--- config.mk ---
export PLATFORM = sky130hd
export DESIGN_NAME = led_cmd_sched
export DESIGN_NICKNAME = d
export VERILOG_FILES = /design/src/rtl/led_cmd_sched.sv
export SDC_FILE = /design/constraint.sdc
export NUM_CORES = 1
export LEC_CHECK = 0
export CAP_MARGIN = 20
export CORE_AREA = 2 2 69 71
export DETAILED_ROUTE_END_ITERATION = 10
export DIE_AREA = 0 0 71 73
export GPL_ROUTABILITY_DRIVEN = 0
export PLACE_DENSITY = 0.71
export SLEW_MARGIN = 20
export SYNTH_ARGS = -nofsm -noshare
export SYNTH_HDL_FRONTEND = slang
export SYNTH_SLANG_ARGS = --single-unit
--- constraint.sdc ---
create_clock -name clk -period 2.39 [get_ports clk]
set_input_delay 0.478 -clock clk [delete_from_list [all_inputs] [get_ports clk]]
set_output_delay 0.478 -clock clk [all_outputs]
set_load 0.03 [all_outputs]
--- src/rtl/led_cmd_sched.sv ---
// Command scheduler for the LED pattern FSM: button edges and a fixed four-entry
// auto program become one-cycle one-hot commands. Define LED_SCHED_HOLDOFF_EN for manual holdoff.
module led_cmd_sched #(
   parameter int unsigned TICK_CYCLES = 125000000,
   parameter int unsigned DWELL_TICKS = 4,
   parameter logic [7:0]  PROG_MODES  = 8'hE4
) (
   input  logic       clk,
   input  logic       rst,
   input  logic [3:0] btn,
   input  logic       auto_en,
   output logic [3:0] cmd,
   output logic [1:0] mode,
   output logic [1:0] step,
   output logic       auto_active
);

   localparam int unsigned CNT_W = (TICK_CYCLES > 1) ? $clog2(TICK_CYCLES) : 1;
   localparam int unsigned DW_W  = 8;
   localparam logic [CNT_W-1:0] CNT_MAX  = CNT_W'(TICK_CYCLES - 1);
   localparam logic [DW_W-1:0]  DWELL_LD = DW_W'(DWELL_TICKS);

   typedef enum logic [1:0] {
      S_IDLE       = 2'd0,
      S_AUTO_ISSUE = 2'd1,
      S_AUTO_WAIT  = 2'd2,
      S_MANUAL     = 2'd3
   } state_e;

   state_e           state_q, state_d;
   logic [CNT_W-1:0] cnt_q, cnt_d;
   logic [3:0]       btn_q;
   logic [1:0]       step_q, step_d;
   logic [DW_W-1:0]  dwell_q, dwell_d;
   logic [3:0]       cmd_q, cmd_d;
   logic [1:0]       mode_q, mode_d;
   logic             auto_active_q, auto_active_d;
`ifdef LED_SCHED_HOLDOFF_EN
   logic [DW_W-1:0]  holdoff_q, holdoff_d;
`endif

   logic       tick;
   logic [3:0] rise;
   logic       rise_any;
   logic [1:0] rise_idx;
   logic [1:0] prog_code;
   logic       dwell_done;
   logic       issue;
   logic [1:0] issue_code;

   // Free-running tick counter; never realigned to the program.
   assign tick  = (cnt_q == CNT_MAX);
   assign cnt_d = tick ? '0 : cnt_q + CNT_W'(1);

   // Rising-edge detect with lowest-index priority.
   assign rise     = btn & ~btn_q;
   assign rise_any = |rise;

   always_comb begin
      rise_idx = 2'd0;
      if      (rise[0]) rise_idx = 2'd0;
      else if (rise[1]) rise_idx = 2'd1;
      else if (rise[2]) rise_idx = 2'd2;
      else if (rise[3]) rise_idx = 2'd3;
   end

   assign prog_code  = PROG_MODES[{step_q, 1'b0} +: 2];
   assign dwell_done = tick && (dwell_q <= DW_W'(1));

   // Next-state, counters and registered-output next values.
   always_comb begin
      state_d    = state_q;
      step_d     = step_q;
      dwell_d    = dwell_q;
`ifdef LED_SCHED_HOLDOFF_EN
      holdoff_d  = holdoff_q;
`endif
      issue      = 1'b0;
      issue_code = 2'd0;

      case (state_q)
         S_IDLE: begin
            step_d = 2'd0;
            if (rise_any) begin
               issue      = 1'b1;
               issue_code = rise_idx;
            end
            if (auto_en) begin
`ifdef LED_SCHED_HOLDOFF_EN
               if (rise_any) begin
                  state_d   = S_MANUAL;
                  holdoff_d = DWELL_LD;
               end else begin
                  state_d = S_AUTO_ISSUE;
               end
`else
               state_d = S_AUTO_ISSUE;
`endif
            end
         end

         S_AUTO_ISSUE: begin
            issue      = 1'b1;
            issue_code = prog_code;
            dwell_d    = DWELL_LD;
            state_d    = S_AUTO_WAIT;
         end

         S_AUTO_WAIT: begin
            if (!auto_en) begin
               state_d = S_IDLE;
               step_d  = 2'd0;
               dwell_d = '0;
`ifdef LED_SCHED_HOLDOFF_EN
            end else if (rise_any) begin
               issue      = 1'b1;
               issue_code = rise_idx;
               dwell_d    = '0;
               holdoff_d  = DWELL_LD;
               state_d    = S_MANUAL;
            end else if (tick) begin
               if (dwell_done) begin
                  dwell_d = '0;
                  step_d  = step_q + 2'd1;
                  state_d = S_AUTO_ISSUE;
               end else begin
                  dwell_d = dwell_q - DW_W'(1);
               end
            end
`else
            end else begin
               // Without holdoff a press is a side command; the program keeps its timing.
               if (rise_any) begin
                  issue      = 1'b1;
                  issue_code = rise_idx;
               end
               if (tick) begin
                  if (dwell_done) begin
                     dwell_d = '0;
                     step_d  = step_q + 2'd1;
                     state_d = S_AUTO_ISSUE;
                  end else begin
                     dwell_d = dwell_q - DW_W'(1);
                  end
               end
            end
`endif
         end

`ifdef LED_SCHED_HOLDOFF_EN
         S_MANUAL: begin
            if (!auto_en) begin
               state_d   = S_IDLE;
               step_d    = 2'd0;
               holdoff_d = '0;
            end else if (rise_any) begin
               issue      = 1'b1;
               issue_code = rise_idx;
               holdoff_d  = DWELL_LD;
            end else if (tick) begin
               // Expiry replays the interrupted entry from its start.
               if (holdoff_q <= DW_W'(1)) begin
                  holdoff_d = '0;
                  state_d   = S_AUTO_ISSUE;
               end else begin
                  holdoff_d = holdoff_q - DW_W'(1);
               end
            end
         end
`endif

         default: begin
            state_d = S_IDLE;
            step_d  = 2'd0;
            dwell_d = '0;
         end
      endcase

      cmd_d         = issue ? (4'b0001 << issue_code) : 4'b0000;
      mode_d        = issue ? issue_code : mode_q;
      auto_active_d = (state_d == S_AUTO_ISSUE) || (state_d == S_AUTO_WAIT);
   end

   // State and output registers; btn_q resets high so held buttons are not presses.
   always_ff @(posedge clk) begin
      if (rst) begin
         state_q       <= S_IDLE;
         cnt_q         <= '0;
         btn_q         <= 4'hF;
         step_q        <= 2'd0;
         dwell_q       <= '0;
         cmd_q         <= 4'b0000;
         mode_q        <= 2'd0;
         auto_active_q <= 1'b0;
`ifdef LED_SCHED_HOLDOFF_EN
         holdoff_q     <= '0;
`endif
      end else begin
         state_q       <= state_d;
         cnt_q         <= cnt_d;
         btn_q         <= btn;
         step_q        <= step_d;
         dwell_q       <= dwell_d;
         cmd_q         <= cmd_d;
         mode_q        <= mode_d;
         auto_active_q <= auto_active_d;
`ifdef LED_SCHED_HOLDOFF_EN
         holdoff_q     <= holdoff_d;
`endif
      end
   end

   assign cmd         = cmd_q;
   assign mode        = mode_q;
   assign step        = step_q;
   assign auto_active = auto_active_q;

endmodule

**Word level (Yosys, flattened, before mapping)**

Cells that the tools add are included.

- Word-level logic and storage cells: 57
- Bits in registers: 50
- Bits of input ports: 7

- Muxes and demuxes: 23
- Reduce and logical (&&, ||, !) cells: 8
- Equality and inequality tests: 7
- Order comparisons: 1
- Shift-type cells: 2
- Add/subtract/negate cells: 3
- Bitwise logic cells: 5

Operators by type and width:

| cell | count |
|---|---|
| adder 27 x 1 -> 27 bit, second input constant | 1 |
| == test 27 bit, second input constant | 1 |
| 2-to-1 mux 2 bit | 13 |
| 2-to-1 mux 8 bit | 3 |
| case mux 8 bit (3 select lines) | 1 |
| case mux 2 bit (3 select lines) | 2 |
| <= comparator 8 x 1 -> 1 bit, second input constant | 1 |
| variable part select 8 x 4 -> 2 bit, first input constant | 1 |
| subtractor 8 x 1 -> 8 bit, second input constant | 1 |
| != test 3 bit, second input constant | 2 |
| AND 4 bit | 1 |
| == test 2 x 1 -> 1 bit, second input constant | 2 |
| == test 2 bit, second input constant | 2 |
| NOT 4 bit | 1 |
| case mux 2 bit (2 select lines) | 1 |
| OR reduction 2 bit | 2 |
| OR reduction 4 bit | 1 |
| << shifter 1 x 2 -> 4 bit, first input constant | 1 |
| NOT 1 bit | 3 |
| case mux 1 bit (3 select lines) | 1 |
| AND reduction 3 bit | 1 |
| adder 2 x 1 -> 2 bit, second input constant | 1 |
| zero test 2 bit | 1 |
| 2-to-1 mux 1 bit | 2 |
| other kinds (3) | 3 |

**Depth between registers and ports, before layout**

- Depth in word-level cells: 10
- Mapped depth: 8

**Worst setup path after synthesis**

OpenSTA, ideal clock, no wires.

- Kind: register -> register
- Start: reg dwell_q[3]
- End: reg step_q[1], in the netlist step[1]
- Library setup time: 0.070 ns
- Buffers on the path: 0
- Path slack: 0.396 ns
- Data required time: 2.320 ns
- Arrival: 1.924 ns
- Cell stages (with the launch flop): 6
- Cell sequence: dfxtp_1 > or4_4 > nor4_4 > nand3_2 > or4_1 > a21oi_1

- Longest elaborated chain between the ends: 4

Ends and longest elaborated chain:

| what | line | text |
|---|---|---|
| from (decl) | 34 | `logic [DW_W-1:0] dwell_q, dwell_d;` |
| from (signal assigned) | 203 | `dwell_q <= dwell_d;` |
| <= comparator 8 x 1 -> 1 bit | 68 | `assign dwell_done = tick && (dwell_q <= DW_W'(1));` |
| logical AND 1 bit | 68 |  |
| != test 3 bit (no source line) | -- |  |
| AND reduction 3 bit (no source line) | -- |  |
| to (signal assigned) | 202 | `step_q <= step_d;` |
| to (decl) | 33 | `logic [1:0] step_q, step_d;` |

No other way between the ends.
A chain may end at the register's enable or synchronous reset.

**Worst setup path after layout**

Same ends and word-level chain as after synthesis.

==> flow_summary.ini <==
[setup_path]
startpoint_type = flop
cp_data_arrival_time_ns = 2.42
max_stage_delay_ns = 0.57
timing.setup.critical_path_class = flop to flop
series_of_cell_instances_along_the_critical_path = or4_4, nor4_4, nand3_2, or4_1, a21oi_1
worst_setup_path_startpoint = dwell_q[3]
worstPathMaxFanout = 7
crit_buf_inv = 0
timing.critical_path.to_type = flop
reg2reg_setup_slack_ns = 0.19
required_ns = 2.62
crit_family = simple AND/OR/NAND/NOR gates
crit-reg2reg-launch = dwell_q[3]
slowest_stage = or4_4

[sta]
grt_setup_unrepaired = no
max_clock_freq_mhz = 455.5
final_max_slew_viol_count = 0
finalHoldViolCount = 0
tmin_final_ns = 2.195
final.hold.worst_slack_ns = 0.4412
accumulated_negative_setup_slack_ns = 0
fin_worst_skew_ns = 0.009656
post-route-worst-setup-slack_ns = 0.1948
slew_headroom = 0.6619
setup_viol = 0
transition_time_of_the_tightest_slew_check_pin_ns = 0.5056
final_min_period_over_clock_period = 0.9185

[clock_network]
cts_tree = built
tritoncts.num_buffers = 5
hold_buffers = 0
clkLatencyLatePin_ns = 0.30
root_buffer = clkbuf_8
clk_buf_depth = 2
clkSlewWorstSetupHoldPaths_ns = 0.09
cts_setup_buffers = 0
post_cts_resized = 0
clock-sinks = 50
h-tree-depth = 2

[logic_synthesis]
ys_types = 42
async_flop_share = 0
yosys_most_used_dff = dfxtp_1
syn-instance-count = 283
number_of_nets_produced_by_synthesis = 297
synthesized_cell_area_um2 = 2402
syn_area_per_cell_um2 = 8.489
yosys.area.top_type_share = 0.4167
ys_ff_latch = 50
synth.yosys.warnings = 0
synth.area.top_cells = dfxtp_1, xnor2_1, nor2_1
synth_edf_count = 0
ys_seq_area_frac = 0.4167
biggest_area_consumer_among_synthesized_cells = dfxtp_1

[drt]
initialDrtViolationCount = 128
viasPerCell = 5.382
routedWlPerCell_um = 11.90
routed-via-count = 1916
route.final.wire_length_um = 4235
remaining_drc_errors = 0
antenna_violating_nets_post_route = 0
drt_first_pass_iters = 4

[cells_and_area]
antenna_cells = 0
drive_gt1_frac = 0.09603
final_common_cell = dfxtp_1
utilization = 0.5992
num-nets-final = 316
flow.area_growth_from_synthesis_pct = 13.13
layout_common_cells = dfxtp_1, nor2_1, xnor2_1

[floorplanning]
core_um2 = 4536
initial_core_util = 0.5297
dieHeight_um = 73
die_x_um = 71
die_area_um2 = 5183
ioPinCount = 16
row_count = 25

[power_and_ir_drop]
power.leakage_nw = 0.9370
power-per-cell-area_nw_per_um2 = 664.0
pwr_total_w = 0.001804
vdd.ir_drop.worst_mv = 0.3452

[hold_path]
min-delay-start = cnt_q[0]
hp-class = flop to flop

[global_route]
grt_antenna_before_repair = 0
overall_global_routing_resource_usage = 0.1792
grt_pass1_wl_um = 7521
grt_start_max_net_pins = 28
globalRoute.totalOverflow = 0
grt_pass1_vias = 1725

[placement]
detailed_place_hpwl_um = 2888
io_buffer_count = 15
pre_cts_ws_ns = 0.1945

[flow_run]
max-cap-violations = 0

[outcome]
status = completed
==> synthesized netlist by cell type, drive strengths merged, types with 2 or more instances <==
cell type and count:
nor3 9, o21ai 9, o41ai 3, xnor2 20, inv 11, nor4bb 2, xor2 6, or4 8
and2 2, or2 5, nand2b 9, nor4 8, and3 3, a21oi 16, nand3 11, and4 2
dfxtp 50, ha 7, nor2b 3, nor2 44, nand4 8, or3 6, nand2 17, clkbuf 10
a21o 2
==> registers in the layout (all words and copies together), names as in the netlist <==
signal,flops
auto_active,1
btn_q,4
cmd,4
cnt_q,27
dwell_q,8
mode,2
state_q,2
step,2
==> worst register-to-register path: cells and delay by family, from the launching register on <==
| kind | cells | cell delay, ns |
|---|---|---|
| AO/OA/AOI/OAI | 1 | 0.17 |
| flip-flops | 1 | 0.36 |
| AND/OR/NAND/NOR | 4 | 1.58 |
==> metal layers <==
| metal | up-vias | track usage | routed length, µm |
|---|---|---|---|
| met5 | - | 0 | 0 |
| met4 | 0 | 0.05660 | 58 |
| met3 | 5 | 0.04558 | 150 |
| met2 | 31 | 0.3001 | 1967 |
| met1 | 863 | 0.2280 | 2059 |
| li1 | 1017 | - | - |
==> power by group <==
part / internal, W / switching (W)
registers: 0.000884 / 0.0000420
logic: 0.000188 / 0.000225
clock network: 0.000201 / 0.000264
total: 0.00127 / 0.000532
==> layout make-up <==
cell class / instances / area (µm²)
Timing Repair Buffer: 23 / 210.2
Fill cell: 406 / 1818
Sequential cell: 50 / 1001
Inverter: 11 / 41.29
Tap cell: 54 / 67.56
Clock inverter: 1 / 7.507
Multi-Input combinational cell: 211 / 1318
Clock buffer: 6 / 72.57
==> cells by family after synthesis <==
logic type | count (synthesis) | share of synthesized area
AO/OA/AOI/OAI | 38 | 0.09636
buffers and inverters | 22 | 0.03490
adder cells (fa/ha/maj) | 7 | 0.03646
XOR/XNOR | 26 | 0.09479
flip-flops | 50 | 0.4167
AND/OR/NAND/NOR | 140 | 0.3208
==> through the flow <==
| stage | std cells | instance area (µm²) |
|---|---|---|
| after floorplan | 283 | 2402 |
| after global routing | 356 | 2718 |
| after global placement | 349 | 2638 |
| after detailed placement | 349 | 2638 |
| final | 356 | 2718 |
| after CTS | 356 | 2718 |
==> final timing paths <==
path	to	depth (start not counted)
max	step[1]	5
max reg2reg	step[1]	5
min	cnt_q[0]	1
min reg2reg	cnt_q[0]	1
Note: power is estimated with default switching activity, not from simulation.
